## config.mk

```make
export PLATFORM = sky130hd
export DESIGN_NAME = jtriders_prmix
export DESIGN_NICKNAME = d
export VERILOG_FILES = /design/src/rtl/jtriders_prmix_pkg.sv /design/src/rtl/jtriders_prmix_cmp.sv /design/src/rtl/jtriders_prmix.sv
export SDC_FILE = /design/constraint.sdc
export NUM_CORES = 1
export LEC_CHECK = 0
export CORE_UTILIZATION = 64
export CTS_CLUSTER_DIAMETER = 100
export DETAILED_ROUTE_END_ITERATION = 16
export GPL_TIMING_DRIVEN = 1
export PLACE_DENSITY = 0.85
export REMOVE_ABC_BUFFERS = 1
export SLEW_MARGIN = 15
export SYNTH_ARGS = -nofsm -noshare
export SYNTH_HDL_FRONTEND = slang
export SYNTH_SLANG_ARGS = --single-unit
```

## constraint.sdc

```tcl
create_clock -name clk -period 13.8 [get_ports clk]
set_input_delay 2.76 -clock clk [delete_from_list [all_inputs] [get_ports clk]]
set_output_delay 2.76 -clock clk [all_outputs]
set_load 0.01 [all_outputs]
```

## src/rtl/jtriders_prmix_pkg.sv

```systemverilog
// Shared constants and pipeline types for the Riders five-layer priority mixer.
package jtriders_prmix_pkg;

  localparam int NLAYERS = 5;
  localparam int NREGS   = 10;
  localparam int PAW     = 11;

  localparam logic [4:0] BD_PRIO  = 5'd31;
  localparam logic [2:0] IDX_NONE = 3'd5;

  localparam logic [3:0] PRIO1 = 4'd0;
  localparam logic [3:0] PRIO2 = 4'd1;
  localparam logic [3:0] PRIO3 = 4'd2;
  localparam logic [3:0] PRIO4 = 4'd3;
  localparam logic [3:0] SHTHR = 4'd4;
  localparam logic [3:0] BDCOL = 4'd5;
  localparam logic [3:0] BANK0 = 4'd6;
  localparam logic [3:0] BANK1 = 4'd7;
  localparam logic [3:0] BANK2 = 4'd8;
  localparam logic [3:0] CTRL  = 4'd9;

  localparam int CTL_P1    = 0;
  localparam int CTL_P2    = 1;
  localparam int CTL_SHD   = 2;
  localparam int CTL_LATCH = 3;

  typedef struct packed {
    logic       valid;
    logic [4:0] prio;
    logic [8:0] pxl;
  } layer_t;

  // Register-derived settings that travel with each pixel down the pipe
  typedef struct packed {
    logic           blank;
    logic           shd_en;
    logic [4:0]     thr;
    logic [1:0]     bank0;
    logic [2:0]     bank1;
    logic [2:0]     bank2;
    logic [2:0]     bank3;
    logic [2:0]     bank4;
    logic [PAW-1:0] backdrop;
  } cfg_t;

  function automatic logic opaque(input logic [3:0] pen);
    return pen != 4'd0;
  endfunction

endpackage

```

## src/rtl/jtriders_prmix_cmp.sv

```systemverilog
// Registered comparator: picks the opaque layer with the lowest priority, lower index on ties.
module jtriders_prmix_cmp
  import jtriders_prmix_pkg::*;
(
  input  logic                      clk,
  input  logic                      rst_n,
  input  logic                      cen,
  input  layer_t [NLAYERS-1:0]      lyr,
  output logic [2:0]                win_idx,
  output logic                      win_found,
  output logic [4:0]                win_prio,
  output logic [8:0]                win_pxl
);

  logic [2:0] idx_d, idx_q;
  logic       found_d, found_q;
  logic [4:0] prio_d, prio_q;
  logic [8:0] pxl_d, pxl_q;

  // Strict less-than while scanning upward keeps the earlier layer on a tie
  always_comb begin
    idx_d   = IDX_NONE;
    found_d = 1'b0;
    prio_d  = BD_PRIO;
    pxl_d   = 9'd0;
    for (int i = 0; i < NLAYERS; i++) begin
      if (lyr[i].valid && (!found_d || lyr[i].prio < prio_d)) begin
        idx_d   = 3'(i);
        found_d = 1'b1;
        prio_d  = lyr[i].prio;
        pxl_d   = lyr[i].pxl;
      end
    end
  end

  always_ff @(posedge clk or negedge rst_n) begin
    if (!rst_n) begin
      idx_q   <= IDX_NONE;
      found_q <= 1'b0;
      prio_q  <= BD_PRIO;
      pxl_q   <= 9'd0;
    end else if (cen) begin
      idx_q   <= idx_d;
      found_q <= found_d;
      prio_q  <= prio_d;
      pxl_q   <= pxl_d;
    end
  end

  assign win_idx   = idx_q;
  assign win_found = found_q;
  assign win_prio  = prio_q;
  assign win_pxl   = pxl_q;

endmodule

```

## src/rtl/jtriders_prmix.sv

```systemverilog
// Riders priority mixer: register file with line latch, three-stage pixel pipeline, debug readback.
module jtriders_prmix
  import jtriders_prmix_pkg::*;
#(
  parameter int BDW = 8
) (
  input  logic           clk,
  input  logic           rst_n,
  input  logic           pxl_cen,
  input  logic           hs,
  input  logic           lhbl,
  input  logic           lvbl,
  input  logic           cs,
  input  logic           cpu_we,
  input  logic [3:0]     cpu_addr,
  input  logic [7:0]     cpu_dout,
  input  logic [8:0]     obj_pxl,
  input  logic [4:0]     obj_prio,
  input  logic           obj_shd,
  input  logic [7:0]     scr1_pxl,
  input  logic [7:0]     scr2_pxl,
  input  logic [4:0]     scr1_prio,
  input  logic [4:0]     scr2_prio,
  input  logic [7:0]     scr3_pxl,
  input  logic [7:0]     scr4_pxl,
  output logic [PAW-1:0] pal_addr,
  output logic           shd,
  input  logic [3:0]     st_addr,
  output logic [7:0]     st_dout
);

  logic [NREGS-1:0][7:0] shadow_d, shadow_q;
  logic [NREGS-1:0][7:0] active_d, active_q;
  logic                  hs_q;
  logic [7:0]            ctrl;

  assign ctrl = active_q[CTRL];

  // In latch mode the copy takes the post-write shadow so a same-clock write lands too
  always_comb begin
    shadow_d = shadow_q;
    active_d = active_q;
    if (cs && cpu_we && cpu_addr < 4'(NREGS)) begin
      shadow_d[cpu_addr] = cpu_dout;
      if (!ctrl[CTL_LATCH] || cpu_addr == CTRL)
        active_d[cpu_addr] = cpu_dout;
    end
    if (ctrl[CTL_LATCH] && hs && !hs_q)
      active_d = shadow_d;
  end

  always_ff @(posedge clk or negedge rst_n) begin
    if (!rst_n) begin
      shadow_q <= '0;
      active_q <= '0;
      hs_q     <= 1'b0;
    end else begin
      shadow_q <= shadow_d;
      active_q <= active_d;
      hs_q     <= hs;
    end
  end

  layer_t [NLAYERS-1:0] s1_lyr_d, s1_lyr_q;
  cfg_t                 s1_cfg_d, s1_cfg_q;
  cfg_t                 s2_cfg_q;

  always_comb begin
    s1_lyr_d[0].valid = opaque(obj_pxl[3:0]);
    s1_lyr_d[0].prio  = obj_prio;
    s1_lyr_d[0].pxl   = obj_pxl;
    s1_lyr_d[1].valid = opaque(scr1_pxl[3:0]);
    s1_lyr_d[1].prio  = ctrl[CTL_P1] ? scr1_prio : active_q[PRIO1][4:0];
    s1_lyr_d[1].pxl   = {1'b0, scr1_pxl};
    s1_lyr_d[2].valid = opaque(scr2_pxl[3:0]);
    s1_lyr_d[2].prio  = ctrl[CTL_P2] ? scr2_prio : active_q[PRIO2][4:0];
    s1_lyr_d[2].pxl   = {1'b0, scr2_pxl};
    s1_lyr_d[3].valid = opaque(scr3_pxl[3:0]);
    s1_lyr_d[3].prio  = active_q[PRIO3][4:0];
    s1_lyr_d[3].pxl   = {1'b0, scr3_pxl};
    s1_lyr_d[4].valid = opaque(scr4_pxl[3:0]);
    s1_lyr_d[4].prio  = active_q[PRIO4][4:0];
    s1_lyr_d[4].pxl   = {1'b0, scr4_pxl};

    s1_cfg_d.blank    = ~lhbl | ~lvbl;
    s1_cfg_d.shd_en   = ctrl[CTL_SHD] & obj_shd;
    s1_cfg_d.thr      = active_q[SHTHR][4:0];
    s1_cfg_d.bank0    = active_q[BANK0][1:0];
    s1_cfg_d.bank1    = active_q[BANK0][4:2];
    s1_cfg_d.bank2    = active_q[BANK1][2:0];
    s1_cfg_d.bank3    = active_q[BANK1][5:3];
    s1_cfg_d.bank4    = active_q[BANK2][5:3];
    s1_cfg_d.backdrop = PAW'({active_q[BANK2][2:0], active_q[BDCOL][BDW-1:0]});
  end

  // Blank is folded into cfg so the blanked pixel still shifts through all three stages
  always_ff @(posedge clk or negedge rst_n) begin
    if (!rst_n) begin
      s1_lyr_q       <= '0;
      s1_cfg_q       <= '0;
      s1_cfg_q.blank <= 1'b1;
      s2_cfg_q       <= '0;
      s2_cfg_q.blank <= 1'b1;
    end else if (pxl_cen) begin
      s1_lyr_q <= s1_lyr_d;
      s1_cfg_q <= s1_cfg_d;
      s2_cfg_q <= s1_cfg_q;
    end
  end

  logic [2:0] win_idx;
  logic       win_found;
  logic [4:0] win_prio;
  logic [8:0] win_pxl;

  jtriders_prmix_cmp u_cmp (
    .clk       (clk),
    .rst_n     (rst_n),
    .cen       (pxl_cen),
    .lyr       (s1_lyr_q),
    .win_idx   (win_idx),
    .win_found (win_found),
    .win_prio  (win_prio),
    .win_pxl   (win_pxl)
  );

  logic [PAW-1:0] pal_addr_d, pal_addr_q;
  logic           shd_d, shd_q;
  logic [7:0]     st_dout_d, st_dout_q;

  always_comb begin
    pal_addr_d = s2_cfg_q.backdrop;
    if (win_found) begin
      case (win_idx)
        3'd0:    pal_addr_d = {s2_cfg_q.bank0, win_pxl};
        3'd1:    pal_addr_d = {s2_cfg_q.bank1, win_pxl[7:0]};
        3'd2:    pal_addr_d = {s2_cfg_q.bank2, win_pxl[7:0]};
        3'd3:    pal_addr_d = {s2_cfg_q.bank3, win_pxl[7:0]};
        3'd4:    pal_addr_d = {s2_cfg_q.bank4, win_pxl[7:0]};
        default: pal_addr_d = s2_cfg_q.backdrop;
      endcase
    end
    shd_d = s2_cfg_q.shd_en & (win_prio >= s2_cfg_q.thr);
    if (s2_cfg_q.blank) begin
      pal_addr_d = '0;
      shd_d      = 1'b0;
    end
    st_dout_d = (st_addr < 4'(NREGS)) ? active_q[st_addr] : 8'd0;
  end

  always_ff @(posedge clk or negedge rst_n) begin
    if (!rst_n) begin
      pal_addr_q <= '0;
      shd_q      <= 1'b0;
      st_dout_q  <= 8'd0;
    end else begin
      st_dout_q <= st_dout_d;
      if (pxl_cen) begin
        pal_addr_q <= pal_addr_d;
        shd_q      <= shd_d;
      end
    end
  end

  assign pal_addr = pal_addr_q;
  assign shd      = shd_q;
  assign st_dout  = st_dout_q;

endmodule

```

==> Word level (Yosys, flattened, before mapping) <==
Cells that the tools add are included.
{ "word_totals": {"input_bits": 81, "output_inout_bits": 20, "latchBits": 0, "word_cells": 147, "mem_count": 0, "register_bits": 334, "romBits": 0, "mem_bits_rw": 0} }
{ "op_classes": {"shifts": 0, "n_mul": 0, "bitwise": 5, "add_sub_neg": 0, "n_lt_le_gt_ge": 10, "n_reduce_logical": 29, "n_eq_ne": 5, "div": 0, "n_mux": 37} }
{ "op_table": {"columns": ["operator", "count"], "rows": [
  ["80-bit two-way mux", 4],
  ["80-bit bitwise mux", 2],
  ["11-bit one-hot mux with 5 select lines", 1],
  ["9-bit two-way mux", 5],
  ["5-bit two-way mux", 7],
  ["8-bit binary-select mux with 4-bit select", 1],
  ["8-bit demux with 4-bit select", 1],
  ["8-bit two-way mux", 3],
  ["11-bit two-way mux", 2],
  ["5-bit less-than comparator", 4],
  ["4-bit nonzero test", 5],
  ["3-bit two-way mux", 5],
  ["4-bit by 5-bit less-than comparator with 1-bit output, second input constant", 2],
  ["1-bit logical AND", 9],
  ["4-bit less-than comparator, second input constant", 2],
  ["3-bit by 2-bit == test with 1-bit output, second input constant", 2],
  ["1-bit zero test", 6],
  ["1-bit two-way mux", 6],
  ["5-bit greater-or-equal comparator", 1],
  ["1-bit logical OR", 5],
  ["4-bit == test, second input constant", 1],
  ["4-bit by 1-bit greater-or-equal comparator with 1-bit output, second input constant", 1],
  ["2-bit nonzero test", 2],
  ["3-bit by 1-bit == test with 1-bit output, second input constant", 1],
  ["other kinds (6)", 8]
]} }

==> Logic depth before layout (Yosys ltp) <==
Gate-level depths: netlist of the first run.
{ "logic_depth": {"word_depth": 17, "ltp_mapped": 36} }

==> Modules after synthesis <==
From an unflattened synthesis of the first run, not the netlist that was laid out.
{ "hier_totals": {"cells_unflattened": 1306, "hier_area_um2": 15504.9} }
{ "by_module_without_submodules": {"columns": ["mod", "area_each_um2", "cells_per_inst", "n_inst"], "rows": [
  ["jtriders_prmix", 13495.4, 1039, 1],
  ["jtriders_prmix_cmp", 2009.4, 267, 1]
]} }

==> Least setup slack after synthesis of the first run <==
No wires, ideal clock.
{ "synth_timing": {"path_kind": "register -> register", "startpoint": "register s1_lyr_q[14] (netlist bit)", "endpoint": "register u_cmp.idx_q[1] (netlist: u_cmp.win_idx[1])", "t_required_ps": 13680, "arrival_ps": 6616, "stages_incl_launch_ff": 36, "slack_ps": 7064, "path_buffers": 6, "setup_ps": 120, "cell_sequence": "dfrtp_1 > buf_6 > clkinv_1 > nor2_1 > ha_1 > inv_1 > a211oi_2 > o211ai_2 > a22oi_2 > buf_4 > buf_6 > o21bai_1 > ha_1 > a21oi_1 > nand2_1 > a211o_1 > o31ai_2 > buf_4 > mux2_2 > ha_1 > o21a_1 > a21oi_1 > o21ai_0 > o21bai_2 > buf_2 > and2_1 > o21bai_1 > ha_1 > a21o_1 > a21o_1 > a21oi_1 > a21o_1 > a22o_1 > o21ai_2 > buf_2 > a31o_2"} }
{ "synth_between": {"elab_chain_cells": 17} }
{ "synth_lines": {"columns": ["item", "line_no", "source"], "rows": [
  ["start, declared", "jtriders_prmix.sv:64", "layer_t [NLAYERS-1:0] s1_lyr_d, s1_lyr_q;"],
  ["start signal, assigned", "jtriders_prmix.sv:105", "s1_lyr_q <= s1_lyr_d;"],
  ["5-bit two-way mux / 1-bit two-way mux (equally long branches)", "jtriders_prmix_cmp.sv:27", "if (lyr[i].valid && (!found_d || lyr[i].prio < prio_d)) begin"],
  ["5-bit less-than comparator / 1-bit zero test (equally long branches)", "jtriders_prmix_cmp.sv:27", null],
  ["1-bit logical OR", "jtriders_prmix_cmp.sv:27", null],
  ["1-bit logical AND", "jtriders_prmix_cmp.sv:27", null],
  ["5-bit two-way mux / 1-bit two-way mux (equally long branches)", "jtriders_prmix_cmp.sv:27", null],
  ["5-bit less-than comparator / 1-bit zero test (equally long branches)", "jtriders_prmix_cmp.sv:27", null],
  ["1-bit logical OR", "jtriders_prmix_cmp.sv:27", null],
  ["1-bit logical AND", "jtriders_prmix_cmp.sv:27", null],
  ["5-bit two-way mux / 1-bit two-way mux (equally long branches)", "jtriders_prmix_cmp.sv:27", null],
  ["5-bit less-than comparator / 1-bit zero test (equally long branches)", "jtriders_prmix_cmp.sv:27", null],
  ["1-bit logical OR", "jtriders_prmix_cmp.sv:27", null],
  ["1-bit logical AND", "jtriders_prmix_cmp.sv:27", null],
  ["5-bit two-way mux / 1-bit two-way mux (equally long branches)", "jtriders_prmix_cmp.sv:27", null],
  ["5-bit less-than comparator / 1-bit zero test (equally long branches)", "jtriders_prmix_cmp.sv:27", null],
  ["1-bit logical OR", "jtriders_prmix_cmp.sv:27", null],
  ["1-bit logical AND", "jtriders_prmix_cmp.sv:27", null],
  ["3-bit two-way mux *", "jtriders_prmix_cmp.sv:27", null],
  ["end signal, assigned", "jtriders_prmix_cmp.sv:43", "idx_q <= idx_d;"],
  ["end, declared", "jtriders_prmix_cmp.sv:15", "logic [2:0] idx_d, idx_q;"]
]} }
Every way passes the cells marked *; elsewhere a longest branch is shown, timed or not.
A chain may end at the register's enable or synchronous reset.

==> Worst setup path after layout of the first run <==
{ "layout_timing": {"startpoint": "register s1_lyr_q[14] (netlist bit)", "endpoint": "register u_cmp.pxl_q[0] (netlist: u_cmp.win_pxl[0])"} }
{ "layout_between": {"elab_chain_cells": 17} }
{ "layout_lines": {"columns": ["item", "line_no", "source"], "rows": [
  ["5-bit two-way mux / 1-bit two-way mux (equally long branches)", "jtriders_prmix_cmp.sv:27", null],
  ["5-bit less-than comparator / 1-bit zero test (equally long branches)", "jtriders_prmix_cmp.sv:27", null],
  ["1-bit logical OR", "jtriders_prmix_cmp.sv:27", null],
  ["1-bit logical AND", "jtriders_prmix_cmp.sv:27", null],
  ["5-bit two-way mux / 1-bit two-way mux (equally long branches)", "jtriders_prmix_cmp.sv:27", null],
  ["5-bit less-than comparator / 1-bit zero test (equally long branches)", "jtriders_prmix_cmp.sv:27", null],
  ["1-bit logical OR", "jtriders_prmix_cmp.sv:27", null],
  ["1-bit logical AND", "jtriders_prmix_cmp.sv:27", null],
  ["5-bit two-way mux / 1-bit two-way mux (equally long branches)", "jtriders_prmix_cmp.sv:27", null],
  ["5-bit less-than comparator / 1-bit zero test (equally long branches)", "jtriders_prmix_cmp.sv:27", null],
  ["1-bit logical OR", "jtriders_prmix_cmp.sv:27", null],
  ["1-bit logical AND", "jtriders_prmix_cmp.sv:27", null],
  ["5-bit two-way mux / 1-bit two-way mux (equally long branches)", "jtriders_prmix_cmp.sv:27", null],
  ["5-bit less-than comparator / 1-bit zero test (equally long branches)", "jtriders_prmix_cmp.sv:27", null],
  ["1-bit logical OR", "jtriders_prmix_cmp.sv:27", null],
  ["1-bit logical AND", "jtriders_prmix_cmp.sv:27", null],
  ["9-bit two-way mux *", "jtriders_prmix_cmp.sv:27", null],
  ["end signal, assigned", "jtriders_prmix_cmp.sv:46", "pxl_q <= pxl_d;"],
  ["end, declared", "jtriders_prmix_cmp.sv:18", "logic [8:0] pxl_d, pxl_q;"]
]} }
Marks and branches as above.

==> results of run 1 <==
[cells in the final DEF, fill, tap and decap left out, types with 6 or more instances in the layout]
| cell | synthesis | final |
|---|---|---|
| dfrtp_1 | 325 | 325 |
| mux2_2 | 183 | 183 |
| nand2_1 | 134 | 134 |
| nor2_1 | 101 | 101 |
| clkdlybuf4s50_1 | 0 | 98 |
| o21ai_0 | 79 | 79 |
| inv_1 | 47 | 47 |
| mux2i_1 | 47 | 47 |
| a21oi_1 | 46 | 46 |
| o22ai_1 | 38 | 38 |
| clkbuf_16 | 0 | 37 |
| a31oi_1 | 33 | 33 |
| nor2b_1 | 23 | 23 |
| nand2b_1 | 23 | 23 |
| ha_1 | 18 | 18 |
| mux4_2 | 16 | 16 |
| and3_1 | 12 | 12 |
| o211ai_1 | 12 | 12 |
| clkbuf_8 | 0 | 11 |
| clkbuf_1 | 68 | 11 |
| nand3_1 | 10 | 10 |
| o21a_1 | 10 | 10 |
| a22oi_1 | 10 | 10 |
| buf_4 | 4 | 10 |
| dfstp_2 | 9 | 9 |
| o21bai_1 | 8 | 8 |
| nor3_1 | 8 | 8 |
| a221oi_1 | 8 | 8 |
| a311o_1 | 8 | 8 |
| a21o_1 | 6 | 6 |
| o21ai_1 | 6 | 6 |
[power by group through the flow]
stage	sequential, mW	clock, mW	combinational, mW
floorplan	1.43	0	0.851
global placement	1.52	0	1.09
detailed placement	1.53	0	1.14
CTS	1.52	0.926	1.16
global route	1.56	0.962	1.29
finish	1.53	0.918	1.16
[path summary, 6_finish.rpt]
path / end / depth (start not counted) / slack, ns / from
min in group asynchronous: s1_lyr_q[29] / 1 / 2.36 / rst_n
worst max register to register: u_cmp.win_pxl[0] / 31 / 5.14 / s1_lyr_q[14]
max in group asynchronous: s1_cfg_q[12] / 2 / 9.92 / rst_n
worst max-delay path: u_cmp.win_pxl[0] / 31 / 5.14 / s1_lyr_q[14]
worst min register to register: shadow_q[73] / 2 / 0.48 / shadow_q[73]
worst min-delay path: shadow_q[73] / 2 / 0.48 / shadow_q[73]
[layer usage]
metal  up-vias  part of all wire  global-route usage
li1       5011                 -                   -
met1      5436              0.42               0.414
met2       447              0.48               0.515
met3       100             0.066              0.0547
met4         0             0.036               0.117
met5         -                 0                   0
[area by class of cell]
| cell class | instances | area share |
|---|---|---|
| sequential | 334 | 0.472 |
| multi-input combinational | 899 | 0.370 |
| clock buffer | 59 | 0.0631 |
| timing repair buffer | 110 | 0.0611 |
| tap | 319 | 0.0225 |
| inverter | 49 | 0.0104 |
| clock inverter | 1 | 0.000282 |
[sequential cells by signal, summed over array words and instances (netlist names)]
name and flops:
hs_q 1, s1_lyr_q 71, s1_cfg_q 32, s2_cfg_q 32, u_cmp.win_idx 3, ctrl 8, u_cmp.win_found 1, shd 1
active_q 72, u_cmp.win_pxl 9, shadow_q 80, pal_addr 11, u_cmp.win_prio 5, st_dout 8
[kinds of logic after synthesis]
logic type	share of synthesized area
adders and majority gates	0.0145
DFF	0.540
muxes	0.187
buffers and inverters	0.0373
and+or+nand+nor	0.0999
AOI/OAI and AO/OA	0.122
[metrics by stage]
stage          power [mW]  setup slack [ns]  hold WS, ns
6_report             3.60              5.14        0.483
4_1_cts              3.60              5.26        0.479
2_1_floorplan        2.28              6.11        0.435
3_5_place_dp         2.67              5.26        0.459
3_3_place_gp         2.61              5.56        0.449
5_1_grt              3.81              4.41        0.489
[worst max-delay path, delay by kind of cell, from the launching register on]
kind	cells	cell delay [ns]
DFF	1	0.68
buffers and inverters	3	0.71
and+or+nand+nor	3	0.60
adders and majority gates	4	1.12
muxes	1	0.38
AOI/OAI and AO/OA	20	5.03
==> impl_metrics.yaml, run 1 <==
outcome:
  status: "completed"
layout:
  fill_cells: 1540
  seq_area_sq_um: 8370
  final_util: 0.750
  finalNetCount: 1528
  instances_no_fill: 1771
  diodes: 0
  syn2layout_area_growth_pct: 14.3
  final_area_sq_um: 17700
  drive_gt1_frac: 0.200
  multiInputGateArea_sq_um: 6560
placed_design:
  place.port_buffers: 100
  dp.cells: 1711
  place_hpwl_um: 24600
  place_congestion: 0.909
  placedInstanceArea_sq_um: 16600
flow_run:
  max_cap_violations: 0
cts:
  htree_levels: 2
  clock_path_buffers: 3
  cts_tree: "yes"
  numCtsBuffers: 35
  clkSinkCount: 334
  post-cts-setup-buffers: 0
  cts-root-buf: "clkbuf_16"
  cts_resized: 0
  postCtsHoldBufs: 0
  clkSlewWorstSetupHoldPaths_ns: 0.06
  clock_latency_ns: 0.51
power_and_ir_drop:
  internal_power_mw: 2.40
  p_seq_frac: 0.423
  p_leak_nw: 7.77
  comb_power_share: 0.322
  clkPwrFrac: 0.255
  switching_power_mw: 1.21
  switching_share: 0.334
  powerDensity_nw_per_um2: 203
  max-vdd-ir-drop_uv: 166
setup_path:
  max_stage_delay_ns: 0.74
  worstPathRequired_ns: 14.19
  cp-start-kind: "register"
  crit_type: "reg -> reg"
  crit_fanout: 30
  crit_arrival_ns: 9.05
  critical-path-slowest-cell: "a22oi_2"
  path_common_cell: "ha_1"
  endpoint_kind: "register"
detailed_routing:
  antenna_left: 0
  wl_per_cell_um: 20.9
  drt-vias-per-instance: 6.21
  drc: 0
  drt_iter0_markers: 806
  vias: 11000
  drt_wl_total_um: 37100
  drtPass1Iterations: 5
floorplan:
  die_w_um: 158
  core_sq_um: 23600
  io_pins: 101
  rows: 56
  start_util: 0.656
  die_y_um: 158
  die_area_sq_um: 24800
yosys:
  ys_types: 65
  synth-warning-count: 0
  synth_edf_count: 0
  synth_commonest_cells: "325 x dfrtp_1, 183 x mux2_2, 134 x nand2_1"
  synthesis.area_sq_um: 15500
  synth_cells: 1374
  async_reset_ff_frac: 1.00
  netlist.area_leader.share: 0.525
  synth-main-ff-cell: "dfrtp_1"
  yosysTopAreaCell: "dfrtp_1"
  ys_seq_elements: 334
  synthMostInstantiatedCell: "dfrtp_1"
  synth_area_leaders: "dfrtp_1 52%, mux2_2 13%, nand2_1 3.2%, mux2i_1 3.0%, o21ai_0 2.6%"
  postSynthAreaPerCell_sq_um: 11.3
  synth_seq_area_share: 0.540
global_route:
  grt.total_usage: 0.311
  antenna_found_initial: 0
  grt_pass1_vias: 11200
  grt_max_degree: 136
  grt_pass1_wl_um: 59300
  grt_overflow_total: 0
timing:
  slew_headroom: 0.230
  fin_crit_ns: 8.66
  tns_ns: 0
  min_period_over_period: 0.627
  setup_violations: 0
  clock_skew_ns: 0.00968
  grt_setup_unrepaired: "false"
  final_max_slew_viol_count: 0
  worstMarginPinSlew_ns: 1.15
  fmax_mhz: 115
  finalHoldViolations: 0
worst_hold_path:
  hp-class: "reg -> reg"
(Power assumes the default switching activity.)
==> run 2, diff against run 1 <==
- CORE_UTILIZATION: 64 -> 54
- PLACE_DENSITY: 0.85 -> 0.77
- clock period: 13.8 -> 7.3 ns (I/O delays scaled with it)
==> run 2 against run 1 <==
  * Final area grew 2.0%
  * Sequential power up 88%
  * Non-clock buffer count increased by 5
  * Clock skew increased by 0.013 ns
  * Flip-flop and latch count is the same
  * Cell count rose by 4.0%
  * Setup slack worse by 4.7 ns
  * Routed wire length grew 0.84%
  * First-iteration DRC count decreased by 0.50%
  * Fmax up 26%
  * Largest power group unchanged
==> impl_metrics.yaml, run 2 (synthesized netlist as in run 1, its figures left out) <==
outcome:
  status: "completed"
setup_path:
  cpLargestDelayFamily: "compound AO/OA/AOI/OAI gates"
  endpoint_kind: "register"
  max_stage_delay_ns: 0.40
  crit_type: "reg -> reg"
  regToRegEndpoint: "u_cmp.win_idx[0]"
  crit_arrival_ns: 7.29
  r2r_cells: 30
  rr_startpoint: "s1_lyr_q[14]"
  worstPathRequired_ns: 7.74
  crit_fanout: 26
  cp-start-kind: "register"
  critical-path-slowest-cell: "mux2_2"
  cp_num_buf_inv: 3
  rrSetupSlack_ns: 0.45
cts:
  clkSinkCount: 334
  cts-root-buf: "clkbuf_16"
  htree_levels: 2
  clock_latency_ns: 0.53
  cts_tree: "yes"
  clkSlewWorstSetupHoldPaths_ns: 0.06
  clock_path_buffers: 3
  numCtsBuffers: 36
detailed_routing:
  drt-vias-per-instance: 5.97
  vias: 11000
  drc: 0
  drtPass1Iterations: 6
  drt_wl_total_um: 37400
  antenna_left: 0
  wl_per_cell_um: 20.3
  drt_iter0_markers: 802
timing:
  slew_headroom: 0.273
  fin_crit_ns: 6.85
  grt_setup_unrepaired: "false"
  worstMarginPinSlew_ns: 1.08
  finalHoldViolations: 0
  setup_violations: 0
  min_period_over_period: 0.938
  fmax_mhz: 146
  final_max_slew_viol_count: 0
  clock_skew_ns: 0.0225
global_route:
  grt_pass1_vias: 11100
  grt.total_usage: 0.263
  grt_overflow_total: 0
  grt_max_degree: 149
  antenna_found_initial: 0
  grt_pass1_wl_um: 59800
placed_design:
  place_congestion: 0.881
  place_hpwl_um: 24500
  place.port_buffers: 100
layout:
  largest_reg_flops: 80
  finalNetCount: 1534
  final_util: 0.645
  reg_top3: "shadow_q: 80 flops, active_q: 72 flops, s1_lyr_q: 71 flops"
  diodes: 0
  regMostFlops: "shadow_q"
  layout_common_cells: "325 x dfrtp_1, 183 x mux2_2, 134 x nand2_1"
  syn2layout_area_growth_pct: 16.6
  drive_gt1_frac: 0.213
  mostFrequentLayoutCell: "dfrtp_1"
worst_hold_path:
  whs_path_depth: 2
  whs_endpoint: "s2_cfg_q[28]"
  hp-start: "s1_cfg_q[28]"
  hp-class: "reg -> reg"
floorplan:
  die_y_um: 171
  rows: 61
  io_pins: 101
  core_sq_um: 28000
  start_util: 0.553
  die_area_sq_um: 29400
  die_w_um: 171
flow_run:
  max_cap_violations: 0
power_and_ir_drop:
  p_leak_nw: 7.91
  total_power_mw: 7.16
  powerDensity_nw_per_um2: 396
  max-vdd-ir-drop_uv: 239
==> run 2: worst reg2reg max path: cells and delay by family (launching register included) <==
family / cells / cell delay, ns
fa+ha+maj: 4 / 1.01
buf+inv: 3 / 0.36
compound gates: 19 / 4.10
flops: 1 / 0.36
simple gates: 2 / 0.28
mux: 2 / 0.67
==> run 2: area by class of cell <==
class / instances / area [sq um]
fill: 2115 / 9940
sequential: 334 / 8370
multi-input combinational: 899 / 6590
timing repair buffer: 115 / 1130
clock buffer: 47 / 1030
tap: 378 / 473
clock inverter: 19 / 284
inverter: 49 / 184
==> run 2: metal layers <==
layer	GRT usage	up-vias	share of wire	wire length, um
met5	0	-	0	0
met4	0.0831	0	0.028	1050
met3	0.0398	72	0.055	2050
met2	0.433	344	0.48	17800
met1	0.359	5557	0.44	16500
li1	-	5015	-	-
==> run 2: stage by stage <==
| step | setup TNS [ns] | area [sq um] | hold WS (ns) | worst slack (ns) | cells |
|---|---|---|---|---|---|
| 2_1_floorplan | -5.55 | 15100 | 0.435 | -0.392 | 1282 |
| 3_3_place_gp | 0 | 16700 | 0.450 | 0.505 | 1774 |
| 3_5_place_dp | 0 | 16700 | 0.464 | 0.287 | 1774 |
| 4_1_cts | 0 | 18000 | 0.479 | 0.284 | 1840 |
| 5_1_grt | 0 | 18100 | 0.498 | 0.0294 | 1841 |
| 6_report | 0 | 18100 | 0.480 | 0.451 | 1841 |
==> run 2: worst max path at each step <==
| stage | from | end | cells past startpoint |
|---|---|---|---|
| after global placement | s1_lyr_q[14] | u_cmp.win_pxl[7] | 30 |
| final | s1_lyr_q[14] | u_cmp.win_idx[0] | 30 |
| after global routing | s1_lyr_q[14] | u_cmp.win_idx[0] | 30 |
| after CTS | s1_lyr_q[14] | u_cmp.win_pxl[2] | 30 |
| after floorplan | s1_lyr_q[14] | u_cmp.win_pxl[0] | 28 |
| after detailed placement | s1_lyr_q[14] | u_cmp.win_pxl[4] | 30 |
==> run 2: repair_timing <==
item                       CTS  global route
buffers inserted             0             1
gates resized for setup      0             3
hold buffers                 0             0
setup endpoints to repair    0            11
==> run 2: power by group <==
| group | switching [mW] | total, mW | internal (mW) | leakage [nW] |
|---|---|---|---|---|
| sequential | 0.444 | 2.87 | 2.42 | 4.14 |
| clock | 0.754 | 2.01 | 1.25 | 0.654 |
| combinational | 1.18 | 2.28 | 1.11 | 3.12 |
==> run 3, diff against run 2 <==
- SYNTH_HIERARCHICAL: not set -> 1
==> run 3 against run 2 <==
  * Die area about the same
  * Register-to-register slack better by 0.15 ns
  * Worst hold slack improved by 0.0048 ns
  * Critical path type unchanged
  * Area after synthesis hardly changed
  * Critical endpoint is now u_cmp/win_prio[2]
==> impl_metrics.yaml, run 3 <==
setup_path:
  r2r_cells: 32
  critical-path-slowest-cell: "mux2_2"
  cp-start-kind: "register"
  rrSetupSlack_ns: 0.60
  startpoint: "s1_lyr_q[14]"
  crit_fanout: 13
  rr_startpoint: "s1_lyr_q[14]"
  crit_arrival_ns: 7.14
  max_stage_delay_ns: 0.41
  regToRegEndpoint: "u_cmp/win_prio[2]"
  worstPathRequired_ns: 7.74
  endpoint_kind: "register"
  crit_end: "u_cmp/win_prio[2]"
  crit_type: "reg -> reg"
timing:
  slew_headroom: 0.272
  worstMarginPinSlew_ns: 1.09
  clock_skew_ns: 0.0276
  grt_setup_unrepaired: "false"
  fin_worst_hold_slack_ns: 0.485
  finalHoldViolations: 0
  fmax_mhz: 149
  fin_crit_ns: 6.70
  tns_ns: 0
  min_period_over_period: 0.917
  setup_violations: 0
  final_max_slew_viol_count: 0
yosys:
  synth_top_family_by_area: "multiplexers"
  synth-main-ff-cell: "dfrtp_1"
  synth_area_leaders: "dfrtp_1 52%, mux2_2 14%, a221o_1 2.5%, nor2_1 2.4%, mux4_2 2.3%"
  async_reset_ff_frac: 1.00
  synth_compound_area_frac: 0.127
  synth_edf_count: 0
  netlist.area_leader.share: 0.525
  ys_types: 70
  synth_seq_area_share: 0.540
  synthMostInstantiatedCell: "dfrtp_1"
  synth_simple_gate_area_frac: 0.0954
  synthesis.area_sq_um: 15500
  yosysTopAreaCell: "dfrtp_1"
  synthMuxAreaShare: 0.192
  synth_xor_area_frac: 0
  ys_seq_elements: 334
  synth_commonest_cells: "325 x dfrtp_1, 199 x mux2_2, 100 x nor2_1"
  synth_cells: 1306
  postSynthAreaPerCell_sq_um: 11.9
  synth-adder-area-share: 0.0145
  synth-warning-count: 6
placed_design:
  place_hpwl_um: 24900
  place.port_buffers: 100
  dp.cells: 1716
  place_congestion: 0.876
floorplan:
  start_util: 0.554
  die_y_um: 171
  core_sq_um: 28000
  io_pins: 101
  rows: 61
  die_area_sq_um: 29400
  die_w_um: 171
worst_hold_path:
  hp-class: "reg -> reg"
layout:
  drive_gt1_frac: 0.227
  fill_cells: 2152
  syn2layout_area_growth_pct: 15.2
  regMostFlops: "shadow_q"
  largest_reg_flops: 80
  layout_common_cells: "325 x dfrtp_1, 199 x mux2_2, 100 x nor2_1"
  diodes: 0
  finalNetCount: 1477
  instances_no_fill: 1782
  reg_top3: "shadow_q: 80 flops, active_q: 72 flops, s1_lyr_q: 71 flops"
  mostFrequentLayoutCell: "dfrtp_1"
global_route:
  grt_pass1_wl_um: 59900
  grt_overflow_total: 0
  grt.total_usage: 0.263
  grt_max_degree: 188
  grt_pass1_vias: 10900
  antenna_found_initial: 0
cts:
  cts-root-buf: "clkbuf_16"
  clock_latency_ns: 0.52
  postCtsHoldBufs: 0
  htree_levels: 2
  cts_tree: "yes"
  numCtsBuffers: 36
  clkSinkCount: 334
  clkSlewWorstSetupHoldPaths_ns: 0.06
  clock_path_buffers: 3
power_and_ir_drop:
  powerDensity_nw_per_um2: 398
  p_leak_nw: 7.82
  max-vdd-ir-drop_uv: 216
flow_run:
  max_cap_violations: 0
detailed_routing:
  drt_wl_total_um: 37400
  vias: 10900
  drt_iter0_markers: 933
  wl_per_cell_um: 21.0
  drc: 0
  drt-vias-per-instance: 6.13
  drtPass1Iterations: 7
  antenna_left: 0
outcome:
  status: "completed"
run 3: cell types whose count changed after synthesis, sizes merged, moves of 11 or more:
cell | before | now
a221o | 0 | 38
o22ai | 38 | 20
clkbuf | 68 | 51
inv | 47 | 32
mux2 | 183 | 204
a32oi | 0 | 16
and3 | 12 | 1
o21ai | 86 | 39
nand2 | 135 | 97
nand3 | 10 | 33
a21oi | 47 | 69
mux2i | 47 | 31
run 3: how the worst min path moves through the flow:
stage                                 start                 to  slack, ns  depth (start not counted)
final                          s1_cfg_q[30]       s2_cfg_q[30]       0.48                          1
after global routing            shadow_q[6]        shadow_q[6]       0.51                          1
after CTS                      s1_cfg_q[30]       s2_cfg_q[30]       0.49                          1
after detailed placement  u_cmp/win_prio[0]  u_cmp/win_prio[0]       0.47                          2
after global placement         s1_cfg_q[27]       s2_cfg_q[27]       0.46                          2
after floorplan                s1_cfg_q[26]       s2_cfg_q[26]       0.45                          2
run 3: final cells by class:
| type | count | area (sq um) | share of cell area |
|---|---|---|---|
| Sequential cell | 334 | 8370 | 0.469 |
| Multi-Input combinational cell | 862 | 6680 | 0.374 |
| Timing Repair Buffer | 112 | 1100 | 0.0619 |
| Clock buffer | 54 | 1050 | 0.0587 |
| Tap cell | 378 | 473 | 0.0265 |
| Inverter | 32 | 120 | 0.00673 |
| Clock inverter | 10 | 67.6 | 0.00378 |
run 3: critical path, delay by kind of cell (launching register included):
kind                       cells  cell delay [ns]
DFF                            1             0.37
and+or+nand+nor                7             1.16
buffers and inverters          3             0.17
AOI/OAI and AO/OA             16             3.16
adders and majority gates      4             1.04
muxes                          2             0.74
run 3: stage by stage:
stage	cell area, sq um	power [mW]	util	setup slack, ns
2_1_floorplan	15200	4.51	-	0.175
3_3_place_gp	16700	5.25	0.597	0.586
3_5_place_dp	16700	5.36	0.597	0.338
4_1_cts	17800	7.10	0.637	0.297
5_1_grt	17900	7.52	0.638	0.0645
6_report	17900	7.10	0.638	0.603
run 3: timing repair:
item | in CTS | in global routing
gates resized for setup | 0 | 2
endpoints found under the setup margin | 0 | 15
setup buffers | 0 | 2
run 3: kinds of logic (layout without fill, tap and decap cells):
family,Yosys count,count (layout)
compound gates,278,278
other cells,1,4
fa+ha+maj,18,18
buf+inv,113,208
simple gates,311,311
mux,251,251
flops,334,334
run 3: metal layers:
metal / share of wire / track usage / up-vias
met5: 0 / 0 / -
met4: 0.036 / 0.102 / 0
met3: 0.056 / 0.0308 / 98
met2: 0.47 / 0.424 / 418
met1: 0.43 / 0.365 / 5478
li1: - / - / 4925
run 3: power by group:
group,internal [mW],switching [mW]
combinational,1.18,1.21
clock,0.996,0.724
sequential,2.49,0.505
total,4.67,2.43
